--- src/rtl/dmem_arbiter_rv32i_if.sv ---
// Bus bundle between the two data-memory requesters, the arbiter and the memory.
// Handshake: a requester holds req plus its fields for the whole cycle. A gnt in that same
// cycle means the request was accepted. Exactly one response follows on the next cycle, as
// rvalid together with rdata and err. There is no back-pressure on responses.
interface dmem_arbiter_rv32i_if;
  logic        a_req;
  logic        a_we;
  logic [1:0]  a_size;
  logic        a_unsigned;
  logic [31:0] a_addr;
  logic [31:0] a_wdata;
  logic        a_gnt;
  logic        a_rvalid;
  logic [31:0] a_rdata;
  logic        a_err;

  logic        b_req;
  logic        b_we;
  logic [1:0]  b_size;
  logic        b_unsigned;
  logic [31:0] b_addr;
  logic [31:0] b_wdata;
  logic        b_gnt;
  logic        b_rvalid;
  logic [31:0] b_rdata;
  logic        b_err;

  logic        mem_store;
  logic [1:0]  mem_storetype;
  logic [31:0] mem_addr;
  logic [31:0] mem_wdata;
  logic [31:0] mem_rdata;

  modport slave (
    input  a_req, a_we, a_size, a_unsigned, a_addr, a_wdata,
    output a_gnt, a_rvalid, a_rdata, a_err,
    input  b_req, b_we, b_size, b_unsigned, b_addr, b_wdata,
    output b_gnt, b_rvalid, b_rdata, b_err,
    output mem_store, mem_storetype, mem_addr, mem_wdata,
    input  mem_rdata
  );

  modport master (
    output a_req, a_we, a_size, a_unsigned, a_addr, a_wdata,
    input  a_gnt, a_rvalid, a_rdata, a_err,
    output b_req, b_we, b_size, b_unsigned, b_addr, b_wdata,
    input  b_gnt, b_rvalid, b_rdata, b_err,
    input  mem_store, mem_storetype, mem_addr, mem_wdata,
    output mem_rdata
  );
endinterface

--- src/rtl/dmem_arbiter_rv32i.sv ---
// Two-port RV32I data-memory arbiter: A (load/store unit) has priority, and B (debug/loader)
// is protected from starvation. It also aligns and extends loads and screens out misaligned accesses.
module dmem_arbiter_rv32i #(
  parameter  int STARVE_LIMIT = 4,
  localparam int CW = $clog2(STARVE_LIMIT + 1)
) (
  input  logic                       clock,
  input  logic                       reset_n,
  dmem_arbiter_rv32i_if.slave        bus,
  output logic [CW-1:0]              starve_cnt
);

  logic        a_gnt;
  logic        b_gnt;
  logic        any_gnt;
  logic        sel_we;
  logic        sel_unsigned;
  logic [1:0]  sel_size;
  logic [31:0] sel_addr;
  logic [31:0] sel_wdata;
  logic        bad;
  logic [7:0]  lane_b;
  logic [15:0] lane_h;
  logic [31:0] load_data;
  logic [31:0] resp_data;

  // Grants are gated by reset_n so that nothing is accepted while reset is held, even between clock edges.
  always_comb begin
    b_gnt   = reset_n && bus.b_req &&
              (!bus.a_req || (starve_cnt == CW'(STARVE_LIMIT)));
    a_gnt   = reset_n && bus.a_req && !b_gnt;
    any_gnt = a_gnt || b_gnt;
  end

  assign bus.a_gnt = a_gnt;
  assign bus.b_gnt = b_gnt;

  always_comb begin
    if (b_gnt) begin
      sel_we       = bus.b_we;
      sel_unsigned = bus.b_unsigned;
      sel_size     = bus.b_size;
      sel_addr     = bus.b_addr;
      sel_wdata    = bus.b_wdata;
    end else begin
      sel_we       = bus.a_we;
      sel_unsigned = bus.a_unsigned;
      sel_size     = bus.a_size;
      sel_addr     = bus.a_addr;
      sel_wdata    = bus.a_wdata;
    end
  end

  always_comb begin
    case (sel_size)
      2'b00:   bad = 1'b0;
      2'b01:   bad = sel_addr[0];
      2'b10:   bad = |sel_addr[1:0];
      default: bad = 1'b1;
    endcase
  end

  always_comb begin
    mem_defaults();
    if (any_gnt) begin
      bus.mem_store     = sel_we && !bad;
      bus.mem_storetype = sel_size;
      bus.mem_addr      = sel_addr;
      bus.mem_wdata     = sel_wdata;
    end
  end

  function automatic void mem_defaults();
    bus.mem_store     = 1'b0;
    bus.mem_storetype = 2'b11;
    bus.mem_addr      = '0;
    bus.mem_wdata     = '0;
  endfunction

  // Lane selection and extension happen in the grant cycle, so that the response registers already hold the final value.
  always_comb begin
    lane_b = 8'(bus.mem_rdata >> {sel_addr[1:0], 3'b000});
    lane_h = sel_addr[1] ? bus.mem_rdata[31:16] : bus.mem_rdata[15:0];
    case (sel_size)
      2'b00:   load_data = {{24{~sel_unsigned & lane_b[7]}}, lane_b};
      2'b01:   load_data = {{16{~sel_unsigned & lane_h[15]}}, lane_h};
      default: load_data = bus.mem_rdata;
    endcase
    resp_data = (sel_we || bad) ? '0 : load_data;
  end

  always_ff @(posedge clock or negedge reset_n) begin
    if (!reset_n) begin
      bus.a_rvalid <= 1'b0;
      bus.a_err    <= 1'b0;
      bus.a_rdata  <= '0;
      bus.b_rvalid <= 1'b0;
      bus.b_err    <= 1'b0;
      bus.b_rdata  <= '0;
      starve_cnt   <= '0;
    end else begin
      bus.a_rvalid <= a_gnt;
      bus.a_err    <= a_gnt && bad;
      bus.a_rdata  <= a_gnt ? resp_data : '0;
      bus.b_rvalid <= b_gnt;
      bus.b_err    <= b_gnt && bad;
      bus.b_rdata  <= b_gnt ? resp_data : '0;
      // Once reset is released, a pending b_req is always either granted or losing to A.
      if (b_gnt || !bus.b_req)
        starve_cnt <= '0;
      else if (a_gnt && (starve_cnt != CW'(STARVE_LIMIT)))
        starve_cnt <= starve_cnt + CW'(1);
    end
  end

endmodule

--- src/flat_wrapper.sv ---
// flat-port wrapper written by rule: the top's interface ports become plain ports
module dmem_arbiter_rv32i_flat 
#(
  parameter  int STARVE_LIMIT = 4,
  localparam int CW = $clog2(STARVE_LIMIT + 1)
)
  (clock, reset_n, starve_cnt, bus_a_req, bus_a_we, bus_a_size, bus_a_unsigned, bus_a_addr, bus_a_wdata, bus_a_gnt, bus_a_rvalid, bus_a_rdata, bus_a_err, bus_b_req, bus_b_we, bus_b_size, bus_b_unsigned, bus_b_addr, bus_b_wdata, bus_b_gnt, bus_b_rvalid, bus_b_rdata, bus_b_err, bus_mem_store, bus_mem_storetype, bus_mem_addr, bus_mem_wdata, bus_mem_rdata);
  dmem_arbiter_rv32i_if bus_i ();
  input  logic clock;
  input  logic reset_n;
  output logic [CW-1:0] starve_cnt;
  input wire logic [$bits(bus_i.a_req)-1:0] bus_a_req;
  input wire logic [$bits(bus_i.a_we)-1:0] bus_a_we;
  input wire logic [$bits(bus_i.a_size)-1:0] bus_a_size;
  input wire logic [$bits(bus_i.a_unsigned)-1:0] bus_a_unsigned;
  input wire logic [$bits(bus_i.a_addr)-1:0] bus_a_addr;
  input wire logic [$bits(bus_i.a_wdata)-1:0] bus_a_wdata;
  output wire logic [$bits(bus_i.a_gnt)-1:0] bus_a_gnt;
  output wire logic [$bits(bus_i.a_rvalid)-1:0] bus_a_rvalid;
  output wire logic [$bits(bus_i.a_rdata)-1:0] bus_a_rdata;
  output wire logic [$bits(bus_i.a_err)-1:0] bus_a_err;
  input wire logic [$bits(bus_i.b_req)-1:0] bus_b_req;
  input wire logic [$bits(bus_i.b_we)-1:0] bus_b_we;
  input wire logic [$bits(bus_i.b_size)-1:0] bus_b_size;
  input wire logic [$bits(bus_i.b_unsigned)-1:0] bus_b_unsigned;
  input wire logic [$bits(bus_i.b_addr)-1:0] bus_b_addr;
  input wire logic [$bits(bus_i.b_wdata)-1:0] bus_b_wdata;
  output wire logic [$bits(bus_i.b_gnt)-1:0] bus_b_gnt;
  output wire logic [$bits(bus_i.b_rvalid)-1:0] bus_b_rvalid;
  output wire logic [$bits(bus_i.b_rdata)-1:0] bus_b_rdata;
  output wire logic [$bits(bus_i.b_err)-1:0] bus_b_err;
  output wire logic [$bits(bus_i.mem_store)-1:0] bus_mem_store;
  output wire logic [$bits(bus_i.mem_storetype)-1:0] bus_mem_storetype;
  output wire logic [$bits(bus_i.mem_addr)-1:0] bus_mem_addr;
  output wire logic [$bits(bus_i.mem_wdata)-1:0] bus_mem_wdata;
  input wire logic [$bits(bus_i.mem_rdata)-1:0] bus_mem_rdata;
  assign bus_i.a_req = bus_a_req;
  assign bus_i.a_we = bus_a_we;
  assign bus_i.a_size = bus_a_size;
  assign bus_i.a_unsigned = bus_a_unsigned;
  assign bus_i.a_addr = bus_a_addr;
  assign bus_i.a_wdata = bus_a_wdata;
  assign bus_a_gnt = bus_i.a_gnt;
  assign bus_a_rvalid = bus_i.a_rvalid;
  assign bus_a_rdata = bus_i.a_rdata;
  assign bus_a_err = bus_i.a_err;
  assign bus_i.b_req = bus_b_req;
  assign bus_i.b_we = bus_b_we;
  assign bus_i.b_size = bus_b_size;
  assign bus_i.b_unsigned = bus_b_unsigned;
  assign bus_i.b_addr = bus_b_addr;
  assign bus_i.b_wdata = bus_b_wdata;
  assign bus_b_gnt = bus_i.b_gnt;
  assign bus_b_rvalid = bus_i.b_rvalid;
  assign bus_b_rdata = bus_i.b_rdata;
  assign bus_b_err = bus_i.b_err;
  assign bus_mem_store = bus_i.mem_store;
  assign bus_mem_storetype = bus_i.mem_storetype;
  assign bus_mem_addr = bus_i.mem_addr;
  assign bus_mem_wdata = bus_i.mem_wdata;
  assign bus_i.mem_rdata = bus_mem_rdata;
  dmem_arbiter_rv32i #(.STARVE_LIMIT(STARVE_LIMIT)) u_core (.clock(clock), .reset_n(reset_n), .bus(bus_i), .starve_cnt(starve_cnt));
endmodule
--- config.mk ---
export PLATFORM = sky130hd
export DESIGN_NAME = dmem_arbiter_rv32i_flat
export DESIGN_NICKNAME = d
export VERILOG_FILES = /design/src/rtl/dmem_arbiter_rv32i_if.sv /design/src/rtl/dmem_arbiter_rv32i.sv /design/src/flat_wrapper.sv
export SDC_FILE = /design/constraint.sdc
export NUM_CORES = 1
export LEC_CHECK = 0
export CAP_MARGIN = 20
export CORE_ASPECT_RATIO = 1.1
export CORE_MARGIN = 10
export CORE_UTILIZATION = 31
export CTS_CLUSTER_DIAMETER = 40
export DETAILED_ROUTE_END_ITERATION = 8
export PLACE_DENSITY = 0.85
export SLEW_MARGIN = 5
export SYNTH_ARGS = -nofsm -noshare
export SYNTH_HDL_FRONTEND = slang
export SYNTH_SLANG_ARGS = --single-unit
--- constraint.sdc ---
create_clock -name clock -period 2.39 [get_ports clock]
set_input_delay 0.239 -clock clock [delete_from_list [all_inputs] [get_ports clock]]
set_output_delay 0.239 -clock clock [all_outputs]
set_load 0.01 [all_outputs]
After elaboration in Yosys (flattened, before gate mapping)
Index checks and enable logic that the tools add are counted.
{"block": "word_totals", "in_bits": 172, "register_bits": 71, "out_inout_bits": 140, "word_cells": 52}
{"block": "op_classes", "n_shift": 1, "bitwise_logic": 3, "eq_ne": 4, "n_mux": 17, "n_addsub": 1, "n_reduce_logical": 19}
{"cell": "32-bit 2-to-1 mux", "count": 7}
{"cell": "32-bit one-hot mux with 2 select lines", "count": 1}
{"cell": "32-bit by 5-bit >> shifter with 8-bit output", "count": 1}
{"cell": "16-bit 2-to-1 mux", "count": 1}
{"cell": "1-bit logical AND", "count": 8}
{"cell": "3-bit 2-to-1 mux", "count": 2}
{"cell": "1-bit zero test", "count": 4}
{"cell": "1-bit logical OR", "count": 4}
{"cell": "2-bit 2-to-1 mux", "count": 2}
{"cell": "3-bit by 1-bit adder with 3-bit output (second input constant)", "count": 1}
{"cell": "3-bit equality test (second input constant)", "count": 1}
{"cell": "1-bit 2-to-1 mux", "count": 3}
{"cell": "3-bit != test (second input constant)", "count": 1}
{"cell": "1-bit one-hot mux with 3 select lines", "count": 1}
{"cell": "1-bit bitwise AND", "count": 2}
{"cell": "2-bit by 1-bit equality test with 1-bit output (second input constant)", "count": 1}
{"cell": "2-bit equality test (second input constant)", "count": 1}
{"cell": "2-bit zero test", "count": 1}
{"cell": "2-bit nonzero test", "count": 1}
{"cell": "2-bit OR reduction", "count": 1}
{"cell": "1-bit inverter", "count": 1}

Logic depth before layout (Yosys ltp)
Gate-level depths: netlist (run 1).
{"block": "depth", "word_depth": 9, "ltp_mapped": 10, "ltp_nobuf": 9}

Worst setup path after synthesis (run 1)
Ideal clock, no wire load.
{"block": "synth_path", "kind": "register -> register", "startpoint": "register u_core.starve_cnt[0]", "endpoint": "register u_core.bus.a_rdata[10]", "setup_time_ns": 0.123, "n_path_buf": 1, "path_stages_with_launch": 10, "t_required_ns": 2.267, "t_arrival_ns": 2.565, "setup_slack_ns": -0.297, "synth_period_minus_slack_ns": 2.687, "cell_sequence": "dfrtp_1 -> inv_1 -> ha_1 -> a21bo_2 -> and3_4 -> nor2_2 -> mux2_4 -> a221o_2 -> buf_6 -> o221a_1"}
{"block": "synth_via", "elab_chain_len": 9, "elab_cells_between_ends": 22, "classes_between": "eq/ne: 3; shift: 1; mux: 9; bitwise: 2; reduce/logical: 7"}
{"item": "start: declaration", "line": "dmem_arbiter_rv32i.sv:10", "text": "output logic [CW-1:0] starve_cnt"}
{"item": "start signal: assignment", "line": "dmem_arbiter_rv32i.sv:112", "text": "starve_cnt <= starve_cnt + CW'(1);"}
{"item": "3-bit equality test (*)", "line": "dmem_arbiter_rv32i.sv:30", "text": "(!bus.a_req || (starve_cnt == CW'(STARVE_LIMIT)));"}
{"item": "1-bit logical OR (*)", "line": "dmem_arbiter_rv32i.sv:30"}
{"item": "1-bit logical AND (*)", "line": "dmem_arbiter_rv32i.sv:29", "text": "b_gnt = reset_n && bus.b_req &&"}
{"item": "32-bit 2-to-1 mux (tied with other cells)", "line": "dmem_arbiter_rv32i.sv:39", "text": "if (b_gnt) begin"}
{"item": "32-bit by 5-bit >> shifter with 8-bit output (tied with other cells)", "line": "dmem_arbiter_rv32i.sv:82", "text": "lane_b = 8'(bus.mem_rdata >> {sel_addr[1:0], 3'b000});"}
{"item": "1-bit bitwise AND / 1-bit one-hot mux with 3 select lines (equally long branches)", "line": "dmem_arbiter_rv32i.sv:85, dmem_arbiter_rv32i.sv:55"}
{"item": "32-bit one-hot mux with 2 select lines / 1-bit logical OR (equally long branches)", "line": "dmem_arbiter_rv32i.sv:84, dmem_arbiter_rv32i.sv:89"}
{"item": "32-bit 2-to-1 mux", "line": "dmem_arbiter_rv32i.sv:89", "text": "resp_data = (sel_we || bad) ? '0 : load_data;"}
{"item": "32-bit 2-to-1 mux (*)", "line": "dmem_arbiter_rv32i.sv:104", "text": "bus.a_rdata <= a_gnt ? resp_data : '0;"}
{"item": "end signal: assignment", "line": "dmem_arbiter_rv32i.sv:104"}
{"item": "end: declaration", "line": "dmem_arbiter_rv32i_if.sv:36", "text": "output a_gnt, a_rvalid, a_rdata, a_err,"}
Every way passes the cells marked *; elsewhere a longest branch is shown, timed or not.
A chain may end at the register's enable or synchronous reset.

Worst setup path after layout (run 1)
{"block": "layout_path", "startpoint": "register u_core.starve_cnt[0]", "endpoint": "register u_core.bus.a_rdata[28]"}
{"block": "layout_via", "elab_chain_len": 9, "elab_cells_between_ends": 23, "classes_between": "eq/ne: 3; shift: 1; mux: 9; bitwise: 3; reduce/logical: 7"}
{"item": "3-bit equality test (*)", "line": "dmem_arbiter_rv32i.sv:30"}
{"item": "1-bit logical OR (*)", "line": "dmem_arbiter_rv32i.sv:30"}
{"item": "1-bit logical AND (*)", "line": "dmem_arbiter_rv32i.sv:29"}
{"item": "32-bit 2-to-1 mux (tied with other cells)", "line": "dmem_arbiter_rv32i.sv:39"}
{"item": "32-bit by 5-bit >> shifter with 8-bit output (tied with other cells)", "line": "dmem_arbiter_rv32i.sv:82"}
{"item": "1-bit bitwise AND (tied with other cells)", "line": "dmem_arbiter_rv32i.sv:85", "text": "2'b00: load_data = {{24{~sel_unsigned & lane_b[7]}}, lane_b};"}
{"item": "32-bit one-hot mux with 2 select lines / 1-bit logical OR (equally long branches)", "line": "dmem_arbiter_rv32i.sv:84, dmem_arbiter_rv32i.sv:89"}
{"item": "32-bit 2-to-1 mux", "line": "dmem_arbiter_rv32i.sv:89"}
{"item": "32-bit 2-to-1 mux (*)", "line": "dmem_arbiter_rv32i.sv:104"}
Marks and branches as above.

==> impl_results.md, run 1 <==
- Reg2reg path depth: 13
- CP Data Arrival Time: 2.71 ns
- DR WL/cell: 23.3 um
- Reg-to-reg slack, setup: -0.09 ns
- CORE AREA: 0.0126 sq mm
- I/O pin count: 312
- Die Ht: 139 um
- Clock Sinks: between 70 and 80
- Most used DFF post-synth: dfrtp_1
- Placer Congestion: a little over 0.9
- DP HPWL: 18.4 mm
- Routed wire length: 24.1 mm
- Post-synth cell types: 48
- Final WS setup: -0.0874 ns
- Area delta synth->final: 118%
- Worst setup EP type: register
- Via count: roughly 5400
- First-pass DRT Iterations: 5
- Port bufs: 311
- FMAX: 404 MHz
- Sequential cell area: 0.00178 sq mm
- Failing checks: negative setup slack
- First-pass GRT wire length: roughly 33 mm
- Die area: 0.0178 sq mm
- Die X: 128 um
- Htree depth: 3
- Fillcell total: between 900 and 1000
- GRT overflow: 0
- Most frequent cells in the layout: clkdlybuf4s50_1, nand2_1, dfrtp_1
- Syn avg cell area: 8.16 sq um
- Area leader, netlist: dfrtp_1
- Total inserted antenna cells: 0
- DRC viols: 0
- Via-to-Cell Ratio: 5.18
- Tmin final: 2.48 ns
- Ys async rst share: 100%
- # setup viols final: 33
- Clock skew: approximately 0.0078 ns
- Worst-path fanout max: 8
- Dominant cells by area after synthesis: dfrtp_1, nand2_1, a21oi_1, nor3_1, nor2_1
- Num CTS Buffers: 9
- Initial Util: 31.7%
- CP startpoint kind: register
- Max-Cap Viols: 0
- Power consumption: 3.81 mW
- Post-Synthesis Cells: 489
- Max-slew violations: 0
- Commonest non-fill, non-tap cell in the layout: clkdlybuf4s50_1
- GRT Total Usage: 24.3%
- Synth warn: 0
- Vias in the first global route: 5580
- RSZ-0062 raised after global routing: yes
- Clk buf depth: 2
- Largest net degree at the start of global routing: 68
- Initial DRC count: 585
- Sequential area share after synthesis: 44.5%
- CTS tree: yes
- Outcome: finished, violations left
- Final Hold Vio Count: 0
- Syn Nets: 663
- WS Path Type: register to register
- Slew of the pin with the lowest slew margin: roughly 0.86 ns
- Share of post-route cells with drive strength above 1: 29.2%
- Peak VDD IR: about 0.00058 V
- Flops & latches, synth: approximately 70
- Skew-Pair Late Insertion Delay: roughly 0.33 ns
- Final Cycle Share: 104%
- Cell row count: 43
- Max-Slew Margin vs Limit: 42.8%
- Pwr dens: around 440 mW/mm^2
- Leakage: 3.89 nW
- Nets@finish: 1046
- Number of synthesized flops with an enable pin: 0
- Clock root cell: clkbuf_16
- Clock transition at the registers of the reported paths: 0.06 ns
- Worst Path Required: 2.63 ns
- RR Endpoint: u_core.bus.a_rdata[28]$_DFF_PN0_
- Initial antenna violation count: 0
- Min-delay worst type: primary input to async pin
- Critical R2R Launch: u_core.starve_cnt[0]$_DFFE_PN0P_
- Footprint of the multi-input gates: roughly 0.0025 sq mm
- Pre-CTS setup slack: -0.352 ns
- Yosys top cell area share: 44.5%
- Mapped cell area: 0.00399 sq mm
- ANT nets after route: 0
worst max-delay path, stage by stage (launching register included):
cell	delay, ns
dfrtp_1	0.37
inv_2	0.06
ha_4	0.16
a21bo_4	0.24
nand2_8	0.11
inv_8	0.05
buf_4	0.13
or3_4	0.35
a21boi_4	0.21
buf_6	0.14
a221oi_4	0.06
buf_12	0.14
buf_6	0.13
nor3_2	0.21
sequential cells by signal (all words and copies together), names as in the netlist:
register	flops
u_core.bus.a_rdata	32
u_core.starve_cnt	3
u_core.bus.b_err	1
u_core.bus.b_rdata	32
u_core.bus.a_err	1
u_core.bus.b_rvalid	1
u_core.bus.a_rvalid	1
power breakdown:
group	internal [mW]	switching [mW]	leakage, nW	total (mW)
Clock	0.818	0.544	0.143	1.36
Combinational	0.659	0.556	2.76	1.22
Sequential	1.22	0.00736	0.984	1.23
Total	2.70	1.11	3.89	3.81
Yosys cell counts (all sizes together) (3+ instances only):
| cell type | number |
|---|---|
| dfrtp | 71 |
| a222oi | 8 |
| nor3 | 34 |
| nor2 | 43 |
| inv | 4 |
| nand2 | 133 |
| nor2b | 9 |
| buf | 15 |
| a21oi | 67 |
| o21ai | 7 |
| o221a | 14 |
| and2 | 12 |
| a21boi | 4 |
| a221oi | 3 |
| mux2i | 4 |
| clkbuf | 21 |
| or3 | 6 |
| nand3 | 5 |
| mux2 | 9 |
worst max-delay path by stage:
stage,startpoint,endpoint,cells past startpoint
floorplan,u_core.starve_cnt[0]$_DFFE_PN0P_,u_core.bus.a_rdata[10]$_DFF_PN0_,9
global placement,bus_b_req,bus_mem_addr[27],8
detailed placement,bus_b_req,bus_mem_addr[27],8
CTS,u_core.starve_cnt[0]$_DFFE_PN0P_,bus_mem_addr[27],10
global route,u_core.starve_cnt[0]$_DFFE_PN0P_,u_core.bus.a_rdata[28]$_DFF_PN0_,13
finish,u_core.starve_cnt[0]$_DFFE_PN0P_,u_core.bus.a_rdata[28]$_DFF_PN0_,13
cell type report:
type                       instances  area share, %
timing repair buffer             408           45.0
multi-input combinational        378           28.5
sequential                        71           20.4
clock buffer                       9           2.59
tap                              157           2.26
clock inverter                     7          0.921
inverter                           4          0.259
per-stage QoR:
stage	util (%)	hold WS, ns	instance area (sq um)	std cells	setup TNS (ns)
floorplan	-	-0.0566	4000	489	-1.82
global placement	61.6	0.212	7750	987	-20.10
detailed placement	61.6	0.215	7750	987	-26.32
CTS	66.4	0.451	8360	1021	-0.832
global route	69.0	0.462	8690	1034	-5.29
finish	69.0	0.461	8690	1034	-0.976
per-layer routing:
metal	global-route usage [%]	part of all wire [%]	vias up	wire [um]
li1	-	-	2464	-
met1	25.3	34	2563	8300
met2	42.9	51	285	12300
met3	10.7	11	46	2750
met4	7.24	2.9	0	688
met5	0	0	-	0
kinds of logic (layout without fill, tap and decap cells):
group / after synthesis / count (layout) / share of synthesized area [%]
compound gates: 114 / 114 / 19.7
fa+ha+maj: 2 / 2 / 0.627
buf+inv: 40 / 428 / 4.23
flops: 71 / 71 / 44.5
mux: 13 / 13 / 3.64
simple gates: 249 / 249 / 27.3
what timing repair did:
item / 4_1_cts / 5_1_grt
buffers inserted: 14 / 11
hold buffers: 1 / 0
gates cloned: 3 / 4
resized for setup: 205 / 125
setup endpoints to repair: 124 / 126
pin swaps: 10 / 24
hold endpoints to repair: 4 / 0
Note: power is estimated with default switching activity, not from simulation.
==> run 2, diff against run 1 <==
- SETUP_SLACK_MARGIN: default -> 0.5
==> impl_results.md, run 2 (synthesis gave the netlist of run 1 again) <==
- CTS tree: yes
- Outcome: finished, violations left
- GRT Total Usage: between 20% and 30%
- GRT overflow: 0
- Routed wire length: around 28 mm
- Clock transition at the registers of the reported paths: 0.06 ns
- CP Data Arrival Time: 2.70 ns
- Initial Util: 31.7%
- Post-placement cell area: 0.00791 sq mm
- Commonest non-fill, non-tap cell in the layout: clkdlybuf4s50_1
- Tmin final: 2.49 ns
- # setup viols final: 37
- First-pass GRT wire length: 37.1 mm
- Footprint of the multi-input gates: 0.00329 sq mm
- Die area: 0.0178 sq mm
- Share of post-route cells with drive strength above 1: 46.5%
- Worst setup EP type: register
- Htree depth: 3
- Reg2reg path depth: 10
- Peak VDD IR: 0.000522 V
- Area delta synth->final: 150%
- DP HPWL: 18.2 mm
- Sequential cell area: roughly 0.0018 sq mm
- Failing checks: negative setup slack
- Clock Sinks: 71
- Slowest CP cell: a221o_2
- Clock root cell: clkbuf_16
- Reg-to-reg slack, setup: -0.1 ns
- Min-delay worst type: primary input to async pin
- Max-Slew Margin vs Limit: 42.5%
- Final Hold Vio Count: 0
- Initial DRC count: 773
- Initial antenna violation count: 1
- Final WS setup: -0.0951 ns
- Pwr dens: 407 mW/mm^2
- Final Cycle Share: 104%
- First-pass DRT Iterations: 6
- DRC viols: 0
- I/O pin count: 312
- Cell row count: 43
- Max-Cap Viols: 0
- Crit-path max cell delay: 0.48 ns
- Crit-path cells: inv_2, ha_4, a21bo_4, nand2_4, clkinv_8, mux2i_4, a21boi_4, buf_4, a221o_2, o221a_1
- Post-route cell area: 0.00996 sq mm
- WS Path Type: register to register
- Vias in the first global route: 5983
- RSZ-0062 raised after global routing: yes
- Worst Path Required: 2.60 ns
- Die Ht: 139 um
- Biggest regs: u_core.bus.a_rdata (32), u_core.bus.b_rdata (32), u_core.starve_cnt (3)
- Port bufs: 311
- Num CTS Buffers: 9
- CORE AREA: roughly 0.013 sq mm
- Clock skew: 0.00818 ns
- Largest net degree at the start of global routing: 69
- Fillcell total: 756
- Clk buf depth: 2
- Leakage: roughly 4.3 nW
- Skew-Pair Late Insertion Delay: 0.34 ns
- RR Endpoint: u_core.bus.a_rdata[13]$_DFF_PN0_
- Nets@finish: about 1100
- Worst-path fanout max: 8
- Critical R2R Launch: u_core.starve_cnt[1]$_DFFE_PN0P_
- Slew of the pin with the lowest slew margin: around 0.86 ns
- Via-to-Cell Ratio: 5.59
- DR WL/cell: about 27 um
- Placer Congestion: just over 0.9
- Via count: between 5000 and 6000
- CP startpoint kind: register
- Power consumption: between 4 and 5 mW
- Max-slew violations: 0
- Die X: 128 um
- ANT nets after route: 0
- FMAX: a little over 400 MHz
- Most frequent cells in the layout: clkdlybuf4s50_1, buf_4, dfrtp_1
run 2: cell count changes in the layout (fill, tap and decap cells not counted), moves of 9 or more:
cell	before	now
a21oi_2	13	62
nand2_4	1	60
buf_2	34	45
nand2_1	128	68
dlygate4sd2_1	9	0
a21oi_1	53	1
buf_6	11	21
buf_12	11	22
clkbuf_2	19	0
run 2: what timing repair did:
item / 4_1_cts / 5_1_grt
endpoints found under the hold margin: 3 / 0
hold buffers: 1 / 0
buffers inserted: 23 / 15
setup endpoints to repair: 134 / 133
gates cloned: 12 / 6
resized for setup: 476 / 92
pin swaps: 48 / 40
run 2: metrics by stage:
| step | cells | util, % | worst slack [ns] | hold WS, ns | setup TNS [ns] |
|---|---|---|---|---|---|
| 6_report | 1051 | 79.1 | -0.0951 | 0.345 | -1.30 |
| 5_1_grt | 1050 | 79.1 | -0.136 | 0.450 | -5.48 |
| 4_1_cts | 1029 | 73.6 | -0.000820 | 0.357 | -0.000820 |
| 3_5_place_dp | 977 | 62.9 | -0.581 | 0.198 | -47.54 |
| 3_3_place_gp | 977 | 62.9 | -0.496 | 0.203 | -43.98 |
| 2_1_floorplan | 489 | - | -0.102 | -0.0566 | -1.82 |
run 2: final cells by class:
class	instances	share of cell area [%]
clock buffer	9	2.26
sequential	71	17.8
clock inverter	7	0.641
timing repair buffer	423	43.9
inverter	4	0.276
tap	157	1.97
antenna	1	0.0251
multi-input combinational	379	33.0
run 2: metal layers:
layer / up-vias / GRT usage (%) / wire length (um)
met5: - / 0 / 18
met4: 2 / 9.61 / 1470
met3: 111 / 10.7 / 3200
met2: 452 / 47.9 / 14300
met1: 2804 / 27.4 / 9080
li1: 2509 / - / -
run 2: worst max-delay path, delay by kind of cell (launching register included):
family,cells,cell delay [ns]
AO/OA/AOI/OAI,4,1.17
flip-flops,1,0.36
multiplexers,1,0.21
buffers and inverters,3,0.32
adder cells (fa/ha/maj),1,0.16
AND/OR/NAND/NOR,1,0.12
run 2: power breakdown:
part           leakage (nW)  switching, mW  internal, mW
registers             0.984        0.00857          1.22
clock network         0.136          0.588         0.726
logic                  3.13          0.718         0.793
total                  4.25           1.31          2.74
run 2: how the worst max path moves through the flow:
stage | from | end | slack [ns]
floorplan | u_core.starve_cnt[0]$_DFFE_PN0P_ | u_core.bus.a_rdata[10]$_DFF_PN0_ | -0.10
global placement | bus_a_req | u_core.bus.a_rdata[21]$_DFF_PN0_ | -0.50
detailed placement | bus_a_req | u_core.bus.a_rdata[29]$_DFF_PN0_ | -0.58
CTS | u_core.starve_cnt[0]$_DFFE_PN0P_ | u_core.bus.a_rdata[8]$_DFF_PN0_ | -0.0008
global route | u_core.starve_cnt[1]$_DFFE_PN0P_ | u_core.bus.b_rdata[26]$_DFF_PN0_ | -0.14
finish | u_core.starve_cnt[1]$_DFFE_PN0P_ | u_core.bus.a_rdata[13]$_DFF_PN0_ | -0.1
